## src/rtl/router_output_channel.sv

```systemverilog
// router_output_channel
// Transmit side of a router port. Packets from the crossbar land in one of two
// single-entry virtual channels picked by the global even/odd polarity bit, and
// the opposite VC drains onto the inter-router link under send/ready.
//
// Ports:
//   clk, reset      clock; synchronous active-high reset
//   polarity        global phase bit (0 = even, 1 = odd); write VC = polarity,
//                   read VC = !polarity
//   in_valid/in_data/in_ready
//                   crossbar side; in_ready is combinational, all-zero data is idle
//   out_ready/out_send/out_data
//                   link side; out_send/out_data registered, out_data = 0 when idle
//   pkt_count       transmitted-packet counter (wraps)
//   stall_count     blocked-cycle counter (saturates)
//
// Build option: define ROUTER_OUT_STATS_EN to build the two counters; otherwise
// they are tied to zero and no counter logic exists.

module router_output_channel (
  input  logic        clk,
  input  logic        reset,
  input  logic        polarity,
  input  logic        in_valid,
  input  logic [63:0] in_data,
  output logic        in_ready,
  input  logic        out_ready,
  output logic        out_send,
  output logic [63:0] out_data,
  output logic [15:0] pkt_count,
  output logic [15:0] stall_count
);

  localparam int unsigned DataW = 64;
  localparam int unsigned CntW  = 16;

  typedef enum logic {
    VC_EMPTY = 1'b0,
    VC_FULL  = 1'b1
  } vc_state_e;

  vc_state_e              vc_state_q [2];
  vc_state_e              vc_state_d [2];
  logic [DataW-1:0]       vc_data_q  [2];
  logic [DataW-1:0]       vc_data_d  [2];
  logic                   out_send_q, out_send_d;
  logic [DataW-1:0]       out_data_q, out_data_d;

  logic wr_vc;
  logic rd_vc;
  logic wr_fire;
  logic rd_fire;
  logic rd_stall;

  // Write and read VCs are always opposite, so they never collide.
  assign wr_vc    = polarity;
  assign rd_vc    = ~polarity;

  assign in_ready = ~reset && (vc_state_q[wr_vc] == VC_EMPTY);
  // Zero data is the link idle code, so it is never stored.
  assign wr_fire  = in_valid && in_ready && (in_data != '0);
  assign rd_fire  = (vc_state_q[rd_vc] == VC_FULL) && out_ready;
  assign rd_stall = (vc_state_q[rd_vc] == VC_FULL) && !out_ready;

  // VC state register and link output register.
  always_ff @(posedge clk) begin
    if (reset) begin
      vc_state_q[0] <= VC_EMPTY;
      vc_state_q[1] <= VC_EMPTY;
      vc_data_q[0]  <= '0;
      vc_data_q[1]  <= '0;
      out_send_q    <= 1'b0;
      out_data_q    <= '0;
    end else begin
      vc_state_q[0] <= vc_state_d[0];
      vc_state_q[1] <= vc_state_d[1];
      vc_data_q[0]  <= vc_data_d[0];
      vc_data_q[1]  <= vc_data_d[1];
      out_send_q    <= out_send_d;
      out_data_q    <= out_data_d;
    end
  end

  // Per-VC EMPTY/FULL next state plus link output.
  always_comb begin
    vc_state_d[0] = vc_state_q[0];
    vc_state_d[1] = vc_state_q[1];
    vc_data_d[0]  = vc_data_q[0];
    vc_data_d[1]  = vc_data_q[1];
    out_send_d    = 1'b0;
    out_data_d    = '0;

    if (wr_fire) begin
      vc_state_d[wr_vc] = VC_FULL;
      vc_data_d[wr_vc]  = in_data;
    end

    if (rd_fire) begin
      vc_state_d[rd_vc] = VC_EMPTY;
      out_send_d        = 1'b1;
      out_data_d        = vc_data_q[rd_vc];
    end
  end

  assign out_send = out_send_q;
  assign out_data = out_data_q;

`ifdef ROUTER_OUT_STATS_EN
  logic [CntW-1:0] pkt_count_q, pkt_count_d;
  logic [CntW-1:0] stall_count_q, stall_count_d;

  // Packet counter wraps; stall counter saturates so a long stall stays visible.
  always_comb begin
    pkt_count_d   = pkt_count_q + CntW'(rd_fire);
    stall_count_d = stall_count_q;
    if (rd_stall && (stall_count_q != '1)) begin
      stall_count_d = stall_count_q + CntW'(1);
    end
  end

  always_ff @(posedge clk) begin
    if (reset) begin
      pkt_count_q   <= '0;
      stall_count_q <= '0;
    end else begin
      pkt_count_q   <= pkt_count_d;
      stall_count_q <= stall_count_d;
    end
  end

  assign pkt_count   = pkt_count_q;
  assign stall_count = stall_count_q;
`else
  logic unused_stall;
  assign unused_stall = rd_stall;
  assign pkt_count    = CntW'(0);
  assign stall_count  = CntW'(0);
`endif

endmodule

```

## config.mk

```make
export PLATFORM = sky130hd
export DESIGN_NAME = router_output_channel
export DESIGN_NICKNAME = d
export VERILOG_FILES = /design/src/rtl/router_output_channel.sv
export SDC_FILE = /design/constraint.sdc
export NUM_CORES = 1
export LEC_CHECK = 0
export ABC_AREA = 1
export BUFFER_PORTS_ARGS = -buffer_cell sky130_fd_sc_hd__buf_2
export CORE_MARGIN = 4
export CORE_UTILIZATION = 52
export CTS_BUF_LIST = sky130_fd_sc_hd__clkbuf_4
export CTS_CLUSTER_DIAMETER = 80
export DETAILED_ROUTE_END_ITERATION = 8
export HOLD_SLACK_MARGIN = 0.06
export PLACE_DENSITY = 0.78
export SETUP_SLACK_MARGIN = 0.5
export SYNTH_ARGS = -nofsm -noshare
export SYNTH_HDL_FRONTEND = slang
export SYNTH_SLANG_ARGS = --single-unit
```

## constraint.sdc

```tcl
create_clock -name clk -period 1.5 [get_ports clk]
set_clock_uncertainty 0.15 [all_clocks]
set_input_delay 0.225 -clock clk [delete_from_list [all_inputs] [get_ports clk]]
set_output_delay 0.225 -clock clk [all_outputs]
set_load 0.02 [all_outputs]
```

==> results.cfg, run 1 <==
[status]
status = finished, violations left
violations = hold timing, setup timing

[floorplanning]
num_rows = 48
die_x_um = 141
initial_core_util_pct = 53.1
dieArea_sq_um = 19800
die_y_um = 141
coreArea_sq_um = 17300
ios = 167

[sta]
timing.final.max_slew_violations = 0
finalSetupViolations = 195
maxSlewHeadroom_pct = 62.4
timing.final.crit_period_ns = 1.97
worst_pin_slew_ns = 0.564
rsz0062_at_grt = true
finalHoldViolCount = 1
setup_ws_ns = -0.470
max_freq_mhz = 508
fin_crit_sh_pct = 131
hold-worst-slack_ns = -0.0192

[synthesis]
yosys.area.top_type = dfxtp_1
synth_cells = 1424
synth_edf_count = 0
avgSynthCellArea_sq_um = 6.45
ys_top_cells_by_area = dfxtp_1 (43%), nor2_1 (12%), nand2_1 (11%)
synth.distinct_cells = 17
synth_area_sq_um = 9180
ys_warn_count = 0
async_flop_share_pct = 0
ys.flop_type = dfxtp_1
synth_most_common_cell = nor2_1
synth.top_cell.area_share_pct = 42.5
ys_seq_area_share_pct = 42.5
synth_seq_cells = 195
ys_top_cells_by_count = nor2_1 (297), nand2_1 (281), inv_1 (222)

[power]
switching_share_pct = 30.5
combPwrFrac_pct = 20.5
irDropWorstVdd_v = 0.000566
power.density_nw_per_um2 = 788
intPower_w = 0.00731
p_leak_nw = 6.51
switchingPower_w = 0.00320
p_clk_share_pct = 27.6
seq_power_share_pct = 51.9

[global_routing]
grt_pass1_wl_mm = 38.8
overflow = 0
antenna_found_initial = 1
grt_max_degree = 95
first_global_vias = 8408
grt_usage_pct = 23.7

[setup_path]
rrSetupSlack_ns = -0.47
critical_path_arrival_ns = 2.36
rr_startpoint = vc_state_q[1]$_SDFF_PP0_
critPathCaptureType = flip-flop
cp-start-kind = flip-flop
required_ns = 1.89
crit_fanout = 8
r2r-end = vc_data_q[0][23]$_SDFFE_PP0P_
crit_type = reg -> reg
reg2reg_depth = 12

[clock_tree]
ctsHoldBuffers = 67
cts_tree = yes
path_clk_slew_ns = 0.16
clock_latency_ns = 0.60
cts_root_buf = clkbuf_4
clock-sinks = 195
cts_buffers = 17
h-tree-depth = 4
clock_path_buffers = 2

[drt]
detail-route-antenna-nets = 0
drt-total-wl_mm = 29.3
vias = 9813
drt_iter0_drc = 1003
drt-wirelength-per-cell_um = 15.3
drc = 0
vias_per_cell = 5.11
drt_pass1_iterations = 5

[layout]
drive_above_1_share_pct = 36.6
finalNonFillerCells = 1922
final_core_util_pct = 77.1
area_growth_pct = 45.3
fin_nets = 1752

[placed_design]
numPortBuffers = 134
dp_slack_ns = -0.405
numPlacedInstances = 1776
gp_congestion = 0.800
post-dp-hpwl_mm = 13.9

[hold_path]
min_path_cells = 5
hold_class = in -> reg
hold_start = reset
hold_path_end = out_data[55]$_SDFF_PP0_

[job]
cap_violations = 0
## sequential cells by signal, indices dropped and copies added (netlist names)
name	flops
out_data	64
out_send	1
vc_data_q	128
vc_state_q	2
## power by group through the flow
stage	registers, W	clock network (W)	logic [W]
3_5_place_dp	0.00556	0	0.00150
3_3_place_gp	0.00555	0	0.00148
6_report	0.00545	0.00291	0.00215
2_1_floorplan	0.00555	0	0.00113
5_1_grt	0.00547	0.00314	0.00234
4_1_cts	0.00544	0.00293	0.00175
## kinds of logic after synthesis
logic type             Yosys count  synth area share, %
buffers and inverters          448                 21.0
and+or+nand+nor                710                 32.6
DFF                            195                 42.5
AOI/OAI and AO/OA               70                 3.86
other                            1               0.0408
## critical path: stages (launching register included)
cell and delay, ns:
dfxtp_2 0.36, nand2_2 0.08, nand2_2 0.08, a21oi_4 0.17, buf_6 0.12, and2_4 0.17
buf_6 0.11, nand3_4 0.11, buf_12 0.18, clkbuf_16 0.17, nand2_2 0.07, inv_2 0.03
nor2_1 0.10
## cell type report
class                           instances  area [sq um]
Inverter                              324          1220
Multi-Input combinational cell        813          4100
Clock buffer                           17           128
Sequential cell                       195          3990
Antenna cell                            1          2.50
Fill cell                            1140          3950
Timing Repair Buffer                  332          3470
Clock inverter                         15           156
Tap cell                              225           282
## cell usage in the layout, fill, tap and decap left out, types with 24 or more instances in the layout
master	n
buf_6	78
nand4_1	128
dfxtp_2	66
dlygate4sd3_1	67
inv_1	216
a21oi_1	64
buf_4	75
nand2_1	209
nor2_1	226
nor2_2	47
dfxtp_1	129
inv_2	107
buf_2	67
nand2_2	58
nor2_4	24
conb_1	32
## worst max-delay path by stage
| stage | from | to |
|---|---|---|
| global route | vc_state_q[1]$_SDFF_PP0_ | vc_data_q[0][23]$_SDFFE_PP0P_ |
| global placement | in_data[15] | vc_data_q[1][30]$_SDFFE_PP0P_ |
| finish | vc_state_q[1]$_SDFF_PP0_ | vc_data_q[0][23]$_SDFFE_PP0P_ |
| CTS | vc_state_q[1]$_SDFF_PP0_ | in_ready |
| floorplan | polarity | vc_data_q[0][10]$_SDFFE_PP0P_ |
| detailed placement | in_data[15] | vc_data_q[1][6]$_SDFFE_PP0P_ |
## metrics by stage
| step | total power, W | cell area [sq um] | setup TNS, ns |
|---|---|---|---|
| 6_report | 0.0105 | 13300 | -55.75 |
| 5_1_grt | 0.0110 | 13300 | -65.76 |
| 4_1_cts | 0.0101 | 12000 | -31.47 |
| 3_5_place_dp | 0.00706 | 10400 | -48.21 |
| 3_3_place_gp | 0.00703 | 10400 | -42.68 |
| 2_1_floorplan | 0.00668 | 9470 | -6.61 |
## timing repair
item                                   in CTS  in global routing
setup buffers                              10                  6
gates cloned                                5                 25
resized for setup                         147                250
endpoints found under the hold margin     137                 11
setup endpoints to repair                 261                261
pin swaps                                   3                 45
## per-layer routing
layer	share of wire [%]	global-route usage, %	vias up
met1	38	29.5	4484
met4	4.2	9.28	0
li1	-	-	4702
met3	8.1	5.12	115
met5	0	0	-
met2	50	39.9	512
Note: power is estimated with default switching activity, not from simulation.
==> run 2, diff against run 1 <==
ABC_CLOCK_PERIOD_IN_PS = 1500   (was default)
REMOVE_ABC_BUFFERS = 1   (was default)
==> results.cfg, run 2 (same netlist as run 1, synthesis figures left out) <==
[drt]
drt-total-wl_mm = 37.4
drt_pass1_iterations = 6
drt_iter0_drc = 1328
vias_per_cell = 5.56
drc = 0
detail-route-antenna-nets = 0
vias = 10800
drt-wirelength-per-cell_um = 19.2

[sta]
rsz0062_at_grt = true
timing.final.crit_period_ns = 2.02
timing.final.max_slew_violations = 0
setup_ws_ns = -0.524
finalSetupViolations = 197
finalHoldViolCount = 0
max_freq_mhz = 494
fin_crit_sh_pct = 135

[floorplanning]
die_y_um = 141
dieArea_sq_um = 19800
ios = 167
num_rows = 48
die_x_um = 141
initial_core_util_pct = 53.1
coreArea_sq_um = 17300

[setup_path]
critPathCaptureType = flip-flop
critical_path_arrival_ns = 2.40
crit_type = reg -> reg
crit_slowest_cell = dfxtp_2
crit_top_cell = nand2_2
required_ns = 1.88
path_cells = nand2_2 > nand2_2 > a21oi_2 > and2_4 > buf_6 > nand3_4 > buf_12 > clkbuf_16 > nand2_4 > inv_2 > nor2_1
crit_buf_inv = 4
crit_fanout = 6
critical_path.top_delay_family = simple AND/OR/NAND/NOR gates
slowest_delay_ns = 0.36
cp-start-kind = flip-flop

[global_routing]
grt_pass1_wl_mm = 48.6
overflow = 0
first_global_vias = 9860
grt_usage_pct = 30.4
antenna_found_initial = 0
grt_max_degree = 91

[layout]
finalNonFillerCells = 1945
final_common_cell = inv_1
num_antenna_cells = 0
fin_nets = 1776
drive_above_1_share_pct = 42.3
area_growth_pct = 58.8
fill_cells = 867
final_cell_mix = inv_1 (207), nor2_1 (195), nand2_1 (167)
top_register = vc_data_q
final-seq-area_sq_um = 3990
multi_input_area_sq_um = 4700
postLayoutCellArea_sq_um = 14600
largest_register_ffs = 128

[power]
irDropWorstVdd_v = 0.000544
power.density_nw_per_um2 = 763
p_leak_nw = 6.82

[clock_tree]
clock_latency_ns = 0.62
clock-sinks = 195
clock_path_buffers = 2
cts_buffers = 17
cts_root_buf = clkbuf_4
h-tree-depth = 4
cts_tree = yes
path_clk_slew_ns = 0.17

[job]
cap_violations = 0

[placed_design]
numPortBuffers = 134
numPlacedInstances = 1778
gp_congestion = 0.779
placed_cell_area_sq_um = 10500
post-dp-hpwl_mm = 14.2

[hold_path]
hold_class = in -> reg

[status]
violations = setup timing
status = finished, violations left
run 2: metrics by stage:
stage / power (W) / TNS [ns] / setup slack, ns / hold slack, ns / utilization, %
3_5_place_dp: 0.00706 / -54.94 / -0.433 / 0.340 / 60.5
5_1_grt: 0.0115 / -60.79 / -0.576 / 0.0976 / 84.3
6_report: 0.0111 / -47.39 / -0.524 / 0.103 / 84.3
4_1_cts: 0.0104 / -27.95 / -0.322 / 0.0569 / 78.1
3_3_place_gp: 0.00702 / -51.63 / -0.415 / 0.335 / 60.5
2_1_floorplan: 0.00646 / -555.26 / -3.57 / 0.144 / -
run 2: final timing paths:
kind | start | to | slack [ns] | cells after the start
worst min register to register | vc_data_q[0][59]$_SDFFE_PP0P_ | vc_data_q[0][59]$_SDFFE_PP0P_ | 0.37 | 4
worst max register to register | vc_state_q[1]$_SDFF_PP0_ | vc_data_q[0][15]$_SDFFE_PP0P_ | -0.52 | 11
worst max-delay path | vc_state_q[1]$_SDFF_PP0_ | vc_data_q[0][15]$_SDFFE_PP0P_ | -0.52 | 11
worst min-delay path | polarity | vc_data_q[0][49]$_SDFFE_PP0P_ | 0.10 | 6
run 2: cell type report:
type	instances	area share, %
clock buffer	19	0.978
sequential	195	27.4
inverter	324	8.38
clock inverter	13	0.936
multi-input combinational	813	32.3
tap	225	1.93
timing repair buffer	356	28.1
run 2: per-layer routing:
layer  vias up  GRT usage [%]  share of wire [%]
met5         -              0                  0
met4         0           15.7                7.1
met3       236           6.31                 10
met2       839           53.9                 49
met1      4995           34.4                 33
li1       4746              -                  -
run 2: what timing repair did:
action	4_1_cts	5_1_grt
cloned	30	7
hold endpoints to repair	132	0
hold buffers	67	0
pin swaps	106	87
buffers inserted	23	8
endpoints found under the setup margin	261	261
resized for setup	380	250
run 2: report_power, final:
part	leakage (nW)	total, W	internal [W]	switching (W)
sequential	1.62	0.00547	0.00537	0.0000949
combinational	5.06	0.00268	0.00116	0.00152
clock	0.136	0.00297	0.00102	0.00195
total	6.82	0.0111	0.00755	0.00357
run 2: worst min-delay path: stages:
cell	delay [ns]
buf_6	0.12
inv_2	0.08
buf_4	0.18
nand4_1	0.10
nand2_1	0.06
nor2_2	0.07
